===== config.mk =====
export PLATFORM = sky130hd
export DESIGN_NAME = pwm_ramp_ctrl
export DESIGN_NICKNAME = d
export VERILOG_FILES = /design/src/rtl/pwm_ramp_ctrl.sv
export SDC_FILE = /design/constraint.sdc
export NUM_CORES = 1
export LEC_CHECK = 0
export ABC_AREA = 0
export BUFFER_PORTS_ARGS = -buffer_cell sky130_fd_sc_hd__buf_2
export CAP_MARGIN = 10
export CORE_UTILIZATION = 66
export DETAILED_ROUTE_END_ITERATION = 6
export PLACE_DENSITY = 0.86
export SLEW_MARGIN = 20
export SYNTH_ARGS = -nofsm -noshare
export SYNTH_HDL_FRONTEND = slang
export SYNTH_SLANG_ARGS = --single-unit

===== constraint.sdc =====
create_clock -name clk -period 9.87 [get_ports clk]
set_clock_uncertainty 0.05 [all_clocks]
set_input_delay 0.987 -clock clk [delete_from_list [all_inputs] [get_ports clk]]
set_output_delay 0.987 -clock clk [all_outputs]
set_load 0.02 [all_outputs]

===== src/rtl/pwm_ramp_ctrl.sv =====
// Duty-cycle ramp controller: slews duty_out toward a written target by STEP every TICK_DIV clocks.
// Optional macro PWM_RAMP_HOLD_EN adds a ramp_hold input that pauses the ramp.
module pwm_ramp_ctrl #(
    parameter int unsigned TICK_DIV = 256,
    parameter int unsigned STEP     = 1
) (
    input  logic       clk,
    input  logic       rst_n,
    input  logic [7:0] target_duty,
    input  logic       target_wr,
    input  logic       ramp_en,
`ifdef PWM_RAMP_HOLD_EN
    input  logic       ramp_hold,
`endif
    output logic [7:0] duty_out,
    output logic       busy,
    output logic       done
);

    localparam int unsigned CntW = $clog2(TICK_DIV);
    localparam logic [CntW-1:0] TcntMax = CntW'(TICK_DIV - 1);
    localparam logic [8:0] Step9 = 9'(STEP);

    typedef enum logic [0:0] {StIdle, StRamp} state_e;

    state_e          state_q, state_d;
    logic [7:0]      tgt_q, tgt_d;
    logic [CntW-1:0] tcnt_q, tcnt_d;
    logic [7:0]      duty_q, duty_d;
    logic            busy_q, busy_d;
    logic            done_q, done_d;
    logic            hold;

`ifdef PWM_RAMP_HOLD_EN
    assign hold = ramp_hold;
`else
    assign hold = 1'b0;
`endif

    // One step toward tgt_q; 9-bit math so neither direction can wrap past 0x00/0xFF.
    logic [8:0] duty9, tgt9, up_sum, dn_lim, dn_val;
    logic [7:0] step_duty;

    always_comb begin
        duty9  = {1'b0, duty_q};
        tgt9   = {1'b0, tgt_q};
        up_sum = duty9 + Step9;
        dn_lim = tgt9 + Step9;
        dn_val = duty9 - Step9;
        if (duty9 < tgt9) begin
            step_duty = (up_sum >= tgt9) ? tgt_q : up_sum[7:0];
        end else begin
            step_duty = (duty9 <= dn_lim) ? tgt_q : dn_val[7:0];
        end
    end

    always_comb begin
        state_d = state_q;
        tgt_d   = tgt_q;
        tcnt_d  = tcnt_q;
        duty_d  = duty_q;
        busy_d  = busy_q;
        done_d  = 1'b0;
        unique case (state_q)
            StIdle: begin
                busy_d = 1'b0;
                if (target_wr) begin
                    tgt_d  = target_duty;
                    tcnt_d = '0;
                    if (!ramp_en) begin
                        duty_d = target_duty;
                        done_d = 1'b1;
                    end else if (target_duty == duty_q) begin
                        done_d = 1'b1;
                    end else begin
                        state_d = StRamp;
                        busy_d  = 1'b1;
                    end
                end
            end
            StRamp: begin
                if (!ramp_en) begin
                    // Abort the ramp: jump straight to the (possibly just-written) target.
                    duty_d  = target_wr ? target_duty : tgt_q;
                    tgt_d   = duty_d;
                    tcnt_d  = '0;
                    done_d  = 1'b1;
                    busy_d  = 1'b0;
                    state_d = StIdle;
                end else begin
                    if (target_wr) begin
                        tgt_d = target_duty;
                    end
                    if (!hold) begin
                        tcnt_d = (tcnt_q == TcntMax) ? '0 : tcnt_q + CntW'(1);
                        if (tcnt_q == TcntMax) begin
                            duty_d = step_duty;
                        end
                    end
                    if (duty_d == tgt_d) begin
                        done_d  = 1'b1;
                        busy_d  = 1'b0;
                        tcnt_d  = '0;
                        state_d = StIdle;
                    end
                end
            end
            default: begin
                state_d = StIdle;
            end
        endcase
    end

    always_ff @(posedge clk or negedge rst_n) begin
        if (!rst_n) begin
            state_q <= StIdle;
            tgt_q   <= 8'h00;
            tcnt_q  <= '0;
            duty_q  <= 8'h00;
            busy_q  <= 1'b0;
            done_q  <= 1'b0;
        end else begin
            state_q <= state_d;
            tgt_q   <= tgt_d;
            tcnt_q  <= tcnt_d;
            duty_q  <= duty_d;
            busy_q  <= busy_d;
            done_q  <= done_d;
        end
    end

    assign duty_out = duty_q;
    assign busy     = busy_q;
    assign done     = done_q;

endmodule

Word-level counts from Yosys, hierarchy flattened. Index checks and enable logic that the tools add are counted.

Input bits: 12. Register bits after elaboration: 27. Word-level logic and storage cells: 56. Output and inout bits: 10.

Bitwise logic cells: 1. Equality and inequality tests: 6. Add/sub/neg operators: 4. Magnitude comparators: 3. Reductions and logical operators: 1. Multiplexer cells: 35.

Operator list (count): 2-to-1 mux 8 bit (17); one-hot mux 8 bit (2 select lines) (3); adder 8 x 1 -> 9 bit, second input constant (2); equality test 8 bit (2); 2-to-1 mux 1 bit (12); >= comparator 9 x 8 -> 1 bit (1); <= comparator 8 x 9 -> 1 bit (1); adder 8 x 1 -> 8 bit, second input constant (1); equality test 8 bit, second input constant (1); < comparator 8 bit (1); subtractor 8 x 1 -> 8 bit, second input constant (1); one-hot mux 1 bit (2 select lines) (3); != test 2 bit, second input constant (2); != test 3 x 2 -> 1 bit, second input constant (1); AND reduction 2 bit (1); NOT 1 bit (1).

Logic depth before layout (Yosys ltp). Gate-level depths: netlist (run 1).

Word-level depth: 11. Mapped depth: 19.

Least setup slack after synthesis (run 1). OpenSTA, ideal clock, no wires.

Path type: register -> register. Start: register duty_q[1] (netlist: duty_out[1]). End: register busy_q (netlist: busy). Required time: 9.699 ns. Path buffers: 2. Cell stages (with the launch flop): 18. Slack: 5.830 ns. Arrival: 3.869 ns. Path through: dfrtp_1 ha_1 nand3_4 nor2_1 xor2_1 ha_1 and3_1 a21oi_2 o211a_2 nand3_2 a311o_1 mux2i_1 o2111ai_1 or4_1 buf_2 and2_4 buf_6 a22o_1.

Word-level cells in the longest chain between the ends: 9. Elaborated cells between the ends (all ways): 18. Classes of those cells: add/sub: 2; order compare: 3; eq/ne: 3; mux: 10.

Ends and longest elaborated chain: start, declared (RTL line 29) `logic [7:0] duty_q, duty_d;`; start signal, assigned (RTL line 126) `duty_q <= duty_d;`; adder 8 x 1 -> 9 bit (RTL line 47) `up_sum = duty9 + Step9;`; >= comparator 9 x 8 -> 1 bit (RTL line 51) `step_duty = (up_sum >= tgt9) ? tgt_q : up_sum[7:0];`; 2-to-1 mux 8 bit (RTL line 51); 2-to-1 mux 8 bit (RTL line 50) `if (duty9 < tgt9) begin`; 2-to-1 mux 8 bit (RTL line 96) `if (tcnt_q == TcntMax) begin`; 2-to-1 mux 8 bit (RTL line 82) `if (!ramp_en) begin`; 2-to-1 mux 8 bit (RTL line 64) `unique case (state_q)`; equality test 8 bit (RTL line 100) `if (duty_d == tgt_d) begin`; != test 3 x 2 -> 1 bit (no source line); end signal, assigned (RTL line 127) `busy_q <= busy_d;`; end, declared (RTL line 30) `logic busy_q, busy_d;`.

Parallel ways exist; a longest one is shown, timed or not. The select of a mux whose other input is x is not followed. A chain may end at the register's enable or synchronous reset.

Final worst setup path (run 1).
Start: register duty_q[1] (netlist: duty_out[1]). End: register tcnt_q[6].

Word-level cells in the longest chain between the ends: 11. Elaborated cells between the ends (all ways): 15. Classes of those cells: add/sub: 2; order compare: 3; eq/ne: 1; mux: 9.

Ends and longest elaborated chain: adder 8 x 1 -> 9 bit (RTL line 47); >= comparator 9 x 8 -> 1 bit (RTL line 51); 2-to-1 mux 8 bit (RTL line 51); 2-to-1 mux 8 bit (RTL line 50); 2-to-1 mux 8 bit * (RTL line 96); 2-to-1 mux 8 bit * (RTL line 82); 2-to-1 mux 8 bit * (RTL line 64); equality test 8 bit * (RTL line 100); 2-to-1 mux 8 bit * (RTL line 100); 2-to-1 mux 8 bit * (RTL line 82); one-hot mux 8 bit (2 select lines) * (RTL line 64); end signal, assigned (RTL line 125) `tcnt_q <= tcnt_d;`; end, declared (RTL line 28) `logic [CntW-1:0] tcnt_q, tcnt_d;`.

Every way passes the cells marked *; elsewhere a longest branch is shown, timed or not. The select of a mux whose other input is x is not followed.

==> flow_summary.toml, run 1 <==
[clock_network]
clkSlewWorstSetupHoldPaths_ns = 0.10
ctsResizeCount = 0
cts_buffers = 3
clockRootBuffer = "clkbuf_8"
postCtsSetupBuffers = 0
cts_hold_buf = 0
clockBufferDepth = 2
cts_tree = "yes"
htree_levels = 1
clkLatencyLatePin_ns = 0.27
clock_sinks = 27

[power_and_ir_drop]
p_sw_uw = 274
p_per_area_nw_per_um2 = 179
vdd_drop_max_v = 0.000122
pwr-share-comb_pct = 58.3
p_sw_share_pct = 49.7
intPower_uw = 277
clockPowerShare_pct = 11.7
pwr-share-seq_pct = 29.9
power_uw = 551
leakagePower_nw = 1.30

[placed_design]
dp.cells = 411
place_ws_ns = 5.15
portBuffers = 21
hpwl_um = 6270
placement.cell_area_um2 = 3040
place_congestion = 0.972

[layout]
fin_cells = 415
n_antenna_cell = 0
multiInputGateArea_um2 = 2100
fillers = 368
fin_util_pct = 70.8
design_area_um2 = 3080
area_growth_syn_to_layout_pct = 3.31
finalNetCount = 404
register_area_um2 = 676
layout-drive-gt1-share_pct = 12.7

[hold_path]
min_path_cells = 1
min_path_type = "reg -> reg"
min_to = "busy"
hp-start = "busy"

[routing]
post-route-drc-count = 0
vias_per_cell = 7.21
ant_nets = 0
first_pass_iters = 5
wl_per_cell_um = 19.8
drt_iter0_drc = 295
vias = 2993
finalWirelength_um = 8230

[worst_setup_path]
worst_r2r_startpoint = "duty_out[1]"
cp_slowest_cell = "dfrtp_1"
critPathKind = "reg -> reg"
crit_start = "duty_out[1]"
path_cells = "ha_1, nand3_4, nor2_1, xor2_1, ha_1, and3_1, a21oi_2, o211a_2, nand3_2, a311oi_1, xnor2_1, o2111ai_1, or4_1, a31o_1, a22o_1"
crit_top_cell = "ha_1"
cp_max_fo = 12
cp.buffers_inverters = 0
arrival_ns = 5.00
r2r_cells = 15
cp_slowest_stage_delay_ns = 0.65
r2r-end = "tcnt_q[6]"
reg2reg_slack_ns = 4.99
crit_required_ns = 9.99
start_kind = "register"
crit_family = "compound AO/OA/AOI/OAI gates"
worstSetupEndpointType = "register"

[floorplanning]
die_h_um = 69.3
die_w_um = 69.3
rows = 24
core_area_um2 = 4350
initial_core_util_pct = 68.6
pin_count = 22
dieArea_um2 = 4800

[global_routing]
grt_pass1_vias = 2824
antenna_found_initial = 0
track_usage_pct = 34.7
grt_pass1_wl_um = 13500
grt_max_degree = 28
overflow = 0

[flow_run]
maxCapViolCount = 0

[timing]
tns_ns = 0
max_freq_ghz = 0.205
drv_slew = 0
setup_viol = 0
setup_slack_ns = 4.99
rsz0062_at_grt = "false"
worst_slew_pin_slew_ns = 0.775
period_needed_ns = 4.88
post-route-period-util_pct = 49.5
finalHoldViolations = 0
hold_ws_ns = 0.479
slew_headroom_pct = 48.2

[synthesis]
syn_inst = 358
seq_area_frac_synth_pct = 22.6
ys_warn_count = 0
ys.flop_type = "dfrtp_1"
postSynthAreaPerCell_um2 = 8.34
synth-async-reset-ratio_pct = 100
synth_seq_cells = 27
synth_edf_count = 0
synthesis.area_um2 = 2990
syn_nets = 398
post_synth_num_cell_types = 66

[status]
status = "complete, no violations"
## worst register-to-register path: stages (launching register included)
cell	delay, ns
dfrtp_1	0.65
ha_1	0.35
nand3_4	0.13
nor2_1	0.19
xor2_1	0.21
ha_1	0.28
and3_1	0.21
a21oi_2	0.17
o211a_2	0.29
nand3_2	0.15
a311oi_1	0.64
xnor2_1	0.21
o2111ai_1	0.11
or4_1	0.65
a31o_1	0.27
a22o_1	0.22
## layout by cell type (no fill, tap or decap), drive strengths merged, types with 5 or more instances in the layout
cell type	netlist	final
a21oi	13	13
nor4	11	11
nor2	20	20
and3	8	8
xor2	15	15
xnor2	12	12
a21o	7	7
nand4	11	11
a211oi	7	7
o22ai	13	13
dfrtp	27	27
buf	16	21
mux2i	5	5
a31oi	8	8
ha	28	28
nand2	28	28
nand3	19	19
inv	23	23
o21ai	12	12
nor3	10	10
## logic make-up after synthesis
kind of cell	count (synthesis)	synth area share, %
multiplexers	6	2.05
XOR/XNOR	27	7.92
AND/OR/NAND/NOR	125	23.4
adder cells (fa/ha/maj)	28	11.7
buffers and inverters	45	7.17
AO/OA/AOI/OAI	100	25.1
flip-flops	27	22.6
## synthesized netlist by cell type, types with 3 or more instances
cell | instances | area share [%]
ha_1 | 28 | 12
dfrtp_1 | 27 | 23
nand2_1 | 27 | 3.4
inv_1 | 23 | 2.9
nor2_1 | 20 | 2.5
nand3_1 | 15 | 2.5
xor2_1 | 15 | 4.4
o22ai_1 | 13 | 2.7
xnor2_1 | 12 | 3.5
nand4_1 | 11 | 2.3
nor4_1 | 11 | 2.3
a21oi_1 | 10 | 1.7
nor3_1 | 10 | 1.7
buf_2 | 9 | 1.5
o21ai_0 | 9 | 1.5
a31oi_1 | 8 | 1.7
a211oi_1 | 7 | 1.8
a21o_1 | 7 | 1.8
and3_1 | 6 | 1.3
mux2i_1 | 5 | 1.7
a221oi_1 | 4 | 1.2
a22o_1 | 4 | 1.2
and4_1 | 4 | 1.2
clkbuf_1 | 4 | 0.50
nand2b_1 | 4 | 0.84
and2_1 | 3 | 0.63
buf_4 | 3 | 0.75
buf_6 | 3 | 1.1
o2111ai_1 | 3 | 0.88
o21ai_1 | 3 | 0.50
## cell type report
| class | count | area share [%] |
|---|---|---|
| multi-input combinational | 286 | 68.0 |
| sequential | 27 | 21.9 |
| timing repair buffer | 21 | 3.41 |
| inverter | 25 | 3.04 |
| tap | 52 | 2.11 |
| clock buffer | 3 | 1.34 |
| clock inverter | 1 | 0.243 |
## flip-flops by register name, summed over array words and instances, names as in the netlist
| signal | count |
|---|---|
| busy | 1 |
| done | 1 |
| duty_out | 8 |
| state_q | 1 |
| tcnt_q | 8 |
| tgt_q | 8 |
## worst max path at each step
stage                            to  slack, ns  depth (start not counted)
after floorplan                busy       5.83                         17
after global placement    tcnt_q[6]       5.18                         15
after detailed placement  tcnt_q[6]       5.15                         15
after CTS                 tcnt_q[6]       5.13                         15
after global routing      tcnt_q[6]       4.83                         15
final                     tcnt_q[6]       4.99                         15
## layer usage
metal	routed length, um	part of all wire [%]	track usage (%)	vias up
met5	0	0	0	-
met4	232	2.8	12.9	0
met3	777	9.4	5.23	24
met2	3840	47	56.9	189
met1	3380	41	46.4	1422
li1	-	-	-	1358
## power groups by stage
stage                     Combinational [mW]  Clock [mW]  Sequential [mW]
after floorplan                        0.256           0            0.148
after global placement                 0.306           0            0.164
after detailed placement               0.313           0            0.165
after CTS                              0.315      0.0659            0.162
after global routing                   0.349      0.0680            0.166
final                                  0.321      0.0647            0.165
No activity file was read; power rests on OpenSTA's default activity.
==> run 2: changes to the inputs <==
--- a/config.mk
+++ b/config.mk
@@ -5,12 +5,12 @@
 export SDC_FILE = /design/constraint.sdc
 export NUM_CORES = 1
 export LEC_CHECK = 0
-export ABC_AREA = 0
+export ABC_AREA = 1
 export BUFFER_PORTS_ARGS = -buffer_cell sky130_fd_sc_hd__buf_2
 export CAP_MARGIN = 10
-export CORE_UTILIZATION = 66
+export CORE_UTILIZATION = 61
 export DETAILED_ROUTE_END_ITERATION = 6
-export PLACE_DENSITY = 0.86
+export PLACE_DENSITY = 0.81
 export SLEW_MARGIN = 20
 export SYNTH_ARGS = -nofsm -noshare
 export SYNTH_HDL_FRONTEND = slang
==> constraint.sdc (replaced) <==
create_clock -name clk -period 4.5 [get_ports clk]
set_clock_uncertainty 0.05 [all_clocks]
set_input_delay 0.45 -clock clk [delete_from_list [all_inputs] [get_ports clk]]
set_output_delay 0.45 -clock clk [all_outputs]
set_load 0.02 [all_outputs]
==> run 2 against run 1 <==
Compared with the run above: the run now ends with DRC left; hold slack worse by 0.36 ns; clock-buffer cell count did not move; core utilization is 1.8 points lower; synthesized cell count up 23%; via count down 1.4%; fmax rose by 42%; power increased by 120%; sequential power rose by 110%; flip-flop and latch count unchanged; final area is 0.12% higher; global-route usage down 2.5 points; critical path type unchanged; highest routed layer unchanged.
==> flow_summary.toml, run 2 <==
[layout]
design_area_um2 = 3090
fin_cells = 506
fillers = 403
layout.cells.most_common = "nand2_1"
finalNetCount = 495
final_cell_mix = "nand2_1, inv_1, nand3_1, ha_1"
n_antenna_cell = 0
layout-drive-gt1-share_pct = 11.5
area_growth_syn_to_layout_pct = 5.38

[synthesis]
synth_edf_count = 0
seq_area_frac_synth_pct = 23.1
synth.most_common_cell = "nand2_1"
postSynthAreaPerCell_um2 = 6.64
synth_top_area_share_pct = 23.1
ys_warn_count = 0
synth-async-reset-ratio_pct = 100
synth.area.top_cells = "dfrtp_1, nand2_1, ha_1"
synthesis.area_um2 = 2930
syn_nets = 481
post_synth_num_cell_types = 36
ys.flop_type = "dfrtp_1"
synth_seq_cells = 27
synth_commonest_cells = "nand2_1, inv_1, nand3_1, ha_1"
syn_inst = 441
yosys.area.top_type = "dfrtp_1"

[floorplanning]
rows = 24
initial_core_util_pct = 65.5
die_h_um = 71.3
pin_count = 22
dieArea_um2 = 5090
core_area_um2 = 4470
die_w_um = 71.3

[global_routing]
overflow = 0
antenna_found_initial = 0
grt_pass1_vias = 2797
track_usage_pct = 32.2
grt_pass1_wl_um = 12900
grt_max_degree = 28

[worst_setup_path]
worstSetupEndpointType = "register"
reg2reg_slack_ns = 1.07
arrival_ns = 3.54
crit_required_ns = 4.61
cp_max_fo = 11
critPathKind = "reg -> reg"
r2r-end = "tcnt_q[3]"
r2r_cells = 21
worst_r2r_startpoint = "tgt_q[0]"
start_kind = "register"

[power_and_ir_drop]
leakagePower_nw = 1.60
pwr-share-comb_pct = 59.2
clockPowerShare_pct = 12.0
power_mw = 1.20
p_per_area_nw_per_um2 = 388
pwr-share-seq_pct = 28.9
intPower_uw = 590
p_sw_uw = 608
p_sw_share_pct = 50.8
vdd_drop_max_v = 0.000207

[timing]
slew_headroom_pct = 55.0
max_freq_ghz = 0.291
setup_viol = 0
drv_slew = 0
setup_slack_ns = 1.07
finalHoldViolations = 0
rsz0062_at_grt = "false"
period_needed_ns = 3.43
worst_slew_pin_slew_ns = 0.673
post-route-period-util_pct = 76.3
tns_ns = 0

[routing]
post-route-drc-count = 1
first_pass_iters = 7
finalWirelength_um = 7630
wl_per_cell_um = 15.1
vias = 2951
drt_iter0_drc = 240
vias_per_cell = 5.83
ant_nets = 0

[placed_design]
dp.cells = 502
portBuffers = 21
place_congestion = 0.920
place_ws_ns = 1.10
placement.cell_area_um2 = 3040
hpwl_um = 5950

[clock_network]
htree_levels = 1
postCtsSetupBuffers = 0
ctsResizeCount = 0
clockRootBuffer = "clkbuf_8"
clkSlewWorstSetupHoldPaths_ns = 0.10
clkLatencyLatePin_ns = 0.28
cts_buffers = 3
cts_tree = "yes"
cts_hold_buf = 0
clockBufferDepth = 2
clock_sinks = 27

[status]
status = "finished with violations"
violations = "DRC"

[hold_path]
min_path_type = "in -> async"

[flow_run]
maxCapViolCount = 0
run 2: changes by cell type in the layout (fill, tap and decap cells not counted), sizes merged, moves of 9 or more:
cell and delta:
a21oi +13, nand2 +106, inv +29, o21ai +11, nand3 +30, nor4 -11
nor2 +10, nand4 -9, o22ai -13
run 2: how the worst max path moves through the flow:
| stage | from | end | slack, ns | cells past startpoint |
|---|---|---|---|---|
| after floorplan | duty_out[1] | tcnt_q[2] | 1.50 | 21 |
| after global placement | tgt_q[0] | tcnt_q[2] | 1.17 | 21 |
| after detailed placement | tgt_q[0] | tcnt_q[2] | 1.10 | 21 |
| after CTS | tgt_q[0] | tcnt_q[3] | 1.07 | 21 |
| after global routing | tgt_q[2] | tcnt_q[2] | 0.79 | 22 |
| final | tgt_q[0] | tcnt_q[3] | 1.07 | 21 |
run 2: cell type report:
cell class                      count  area [um^2]  area share [%]
Inverter                           53          199            6.44
Sequential cell                    27          676            21.9
Clock buffer                        3         41.3            1.34
Timing Repair Buffer               21          105            3.40
Multi-Input combinational cell    349         2000            64.7
Tap cell                           52         65.1            2.11
Clock inverter                      1         5.00           0.162
run 2: power groups by stage:
stage,logic [mW],clock network [mW],registers [mW]
2_1_floorplan,0.537,0,0.342
3_3_place_gp,0.679,0,0.348
3_5_place_dp,0.695,0,0.349
4_1_cts,0.700,0.144,0.344
5_1_grt,0.802,0.151,0.351
6_report,0.709,0.143,0.346
run 2: metrics by stage:
| step | hold slack (ns) | util [%] |
|---|---|---|
| floorplan | 0.104 | - |
| global placement | 0.443 | 68.0 |
| detailed placement | 0.456 | 68.0 |
| CTS | 0.149 | 69.0 |
| global route | 0.182 | 69.0 |
| finish | 0.121 | 69.0 |
run 2: cell families after synthesis:
| family | synth area share, % |
|---|---|
| AND/OR/NAND/NOR | 35.8 |
| buffers and inverters | 8.80 |
| XOR/XNOR | 5.98 |
| flip-flops | 23.1 |
| adder cells (fa/ha/maj) | 12.0 |
| AO/OA/AOI/OAI | 14.4 |
run 2: per-layer routing:
metal  global-route usage, %  share of wire, %  vias to the layer above
li1                        -                 -                     1463
met4                    12.7               2.5                        0
met3                    2.39               7.0                       13
met5                       0                 0                        -
met1                    43.0                43                     1360
met2                    54.5                48                      115
run 2: worst max-delay path, stage by stage, from the launching register on:
cell     delay, ns
dfrtp_1       0.44
ha_1          0.23
nand2_2       0.09
nor2_4        0.14
nand2_1       0.09
xor2_1        0.15
ha_1          0.29
nand3_1       0.10
a21oi_2       0.15
nand2_1       0.29
nand2_1       0.28
inv_1         0.08
nand2_1       0.06
nand3_1       0.07
nand3_1       0.13
nand3_1       0.08
nand2_1       0.09
nand2_1       0.06
nor2_1        0.13
nand2_2       0.09
nand2_4       0.13
o21ai_0       0.09
==> run 3: changes to the inputs <==
--- a/config.mk
+++ b/config.mk
@@ -5,12 +5,12 @@
 export SDC_FILE = /design/constraint.sdc
 export NUM_CORES = 1
 export LEC_CHECK = 0
-export ABC_AREA = 1
+export ABC_AREA = 0
 export BUFFER_PORTS_ARGS = -buffer_cell sky130_fd_sc_hd__buf_2
 export CAP_MARGIN = 10
-export CORE_UTILIZATION = 61
+export CORE_UTILIZATION = 56
 export DETAILED_ROUTE_END_ITERATION = 6
-export PLACE_DENSITY = 0.81
+export PLACE_DENSITY = 0.78
 export SLEW_MARGIN = 20
 export SYNTH_ARGS = -nofsm -noshare
 export SYNTH_HDL_FRONTEND = slang
==> constraint.sdc (replaced) <==
create_clock -name clk -period 2.9 [get_ports clk]
set_clock_uncertainty 0.05 [all_clocks]
set_input_delay 0.29 -clock clk [delete_from_list [all_inputs] [get_ports clk]]
set_output_delay 0.29 -clock clk [all_outputs]
set_load 0.02 [all_outputs]
==> run 3 against run 2 <==
Compared with the run above: the flow finishes with violations (setup timing); first-iteration DRC count grew to 2.5 times the previous value; setup slack lost 2.5 ns; sequential share of layout area down 6.4 points; critical endpoint is now tcnt_q[7]; via count rose by 33%; wire length up 74%; hold slack gained 0.19 ns; flip-flop and latch count unchanged; non-clock buffer count grew 120; critical path depth decreased by 2; clock power increased by 75%; fmax down 21%; largest cell class unchanged; highest routed layer unchanged.
==> flow_summary.toml, run 3 (synthesized netlist as in run 1, its figures left out) <==
[power_and_ir_drop]
intPower_mw = 1.52
vdd_drop_max_v = 0.000408
clockPowerShare_pct = 8.6
p_sw_mw = 1.38
leakagePower_nw = 1.95
p_sw_share_pct = 47.6
p_per_area_nw_per_um2 = 656
pwr-share-comb_pct = 74.6
pwr-share-seq_pct = 16.8

[layout]
fillers = 251
register_area_um2 = 684
final_cell_mix = "buf_4, ha_1, nand2_1, inv_1, buf_2"
finalNetCount = 524
layout.cells.most_common = "buf_4"
layout-drive-gt1-share_pct = 46.4
design_area_um2 = 4420
n_antenna_cell = 0
area_growth_syn_to_layout_pct = 48.1
fin_util_pct = 86.6
multiInputGateArea_um2 = 2470

[routing]
routed.top_layer = "met4"
vias_per_cell = 7.12
post-route-drc-count = 0
wl_met2_um = 5900
wl_met1_um = 4760
first_pass_iters = 6
finalWirelength_um = 13300
wl_met3_um = 1480
ant_nets = 0
drt_iter0_drc = 609
vias = 3937
wl_per_cell_um = 24.0

[timing]
rsz0062_at_grt = "true"
setup_slack_ns = -1.42
finalHoldViolations = 0
hold_ws_ns = 0.311
max_freq_ghz = 0.232
slew_headroom_pct = 56.2
worst_slew_pin_slew_ns = 0.657
setup_viol = 18
post-route-period-util_pct = 149
period_needed_ns = 4.32
drv_slew = 0

[hold_path]
hp-start = "target_duty[1]"
min_path_cells = 3
min_to = "tgt_q[1]"
min_path_type = "in -> reg"

[clock_network]
cts_tree = "yes"
clkSlewWorstSetupHoldPaths_ns = 0.12
clock_sinks = 27
htree_levels = 1
clockBufferDepth = 2
cts_buffers = 3
clockRootBuffer = "clkbuf_8"
clkLatencyLatePin_ns = 0.30

[global_routing]
grt_pass1_wl_um = 16600
track_usage_pct = 40.0
grt_max_degree = 28
grt_pass1_vias = 3410
overflow = 0
antenna_found_initial = 0

[worst_setup_path]
start_kind = "register"
cp_max_fo = 6
crit_required_ns = 3.02
r2r_cells = 19
reg2reg_slack_ns = -1.42
worstSetupEndpointType = "register"
critPathKind = "reg -> reg"
r2r-end = "tcnt_q[7]"
arrival_ns = 4.44
worst_r2r_startpoint = "tgt_q[1]"

[floorplanning]
die_h_um = 75.0
rows = 26
pin_count = 22
die_w_um = 75.0
core_area_um2 = 5110
initial_core_util_pct = 58.5
dieArea_um2 = 5630

[status]
violations = "setup timing"
status = "finished with violations"

[placed_design]
placement.cell_area_um2 = 3890
portBuffers = 21
place_congestion = 0.979
hpwl_um = 8100

[flow_run]
maxCapViolCount = 0
## run 3: changes by cell type in the layout (fill, tap and decap cells not counted), moves of 8 or more
cell / delta
nand3b_1: -8
a31oi_1: +8
nand4_1: +9
nand3_1: -35
a22oi_1: -8
buf_4: +115
nand2_1: -104
inv_1: -28
a21oi_1: -14
nor2_1: -11
o22ai_1: +11
o21ai_0: -11
## run 3: layout make-up
| class | instances | area share [%] |
|---|---|---|
| Multi-Input combinational cell | 286 | 56.0 |
| Tap cell | 70 | 1.98 |
| Sequential cell | 27 | 15.5 |
| Clock inverter | 1 | 0.170 |
| Inverter | 25 | 2.12 |
| Clock buffer | 3 | 0.934 |
| Timing Repair Buffer | 141 | 23.4 |
## run 3: power groups by stage
stage               sequential (mW)  clock [mW]  combinational [mW]
finish                        0.488       0.250                2.16
global route                  0.490       0.254                2.24
CTS                           0.479       0.233                1.73
detailed placement            0.486           0                1.62
global placement              0.483           0                1.58
floorplan                     0.513           0               0.924
## run 3: worst max path at each step
stage                            from         to  slack (ns)  cells after the start
after floorplan           duty_out[1]       busy       -0.97                     17
after global placement    duty_out[1]  tcnt_q[6]       -1.09                     15
after detailed placement  duty_out[0]  tcnt_q[6]       -1.16                     15
after CTS                    tgt_q[0]  tcnt_q[6]       -0.97                     15
after global routing         tgt_q[0]  tcnt_q[7]       -1.43                     19
final                        tgt_q[1]  tcnt_q[7]       -1.42                     19
## run 3: repair_timing
| item | in CTS | in global routing |
|---|---|---|
| endpoints found under the setup margin | 18 | 19 |
| hold buffers | 1 | 0 |
| buffers inserted | 5 | 14 |
| hold endpoints to repair | 27 | 0 |
| resized for setup | 24 | 45 |
| pin swaps | 5 | 33 |
## run 3: per-stage QoR
stage	instances	total power [mW]	setup TNS, ns	setup WS (ns)
finish	553	2.90	-16.25	-1.42
CTS	539	2.45	-11.08	-0.968
global placement	529	2.07	-12.41	-1.09
global route	553	2.98	-17.27	-1.43
detailed placement	529	2.11	-13.80	-1.16
floorplan	358	1.44	-9.23	-0.972
## run 3: per-layer routing
layer | vias up | GRT usage [%]
met5 | - | 0
met4 | 0 | 22.6
met3 | 134 | 6.43
met2 | 378 | 67.1
met1 | 1824 | 48.9
li1 | 1601 | -
## run 3: critical path, cell delays in order, from the launching register on
cell and delay (ns):
dfrtp_1 0.44, inv_1 0.12, nor3_4 0.20, buf_4 0.16
nand3_2 0.09, xnor2_1 0.16, ha_1 0.23, a21oi_2 0.20
o22ai_4 0.10, buf_4 0.14, o21ba_4 0.21, buf_4 0.15
a21oi_1 0.44, o21bai_1 0.23, nand3_1 0.13, o211ai_1 0.14
or4_4 0.47, buf_6 0.16, a31oi_1 0.22, o22ai_1 0.13
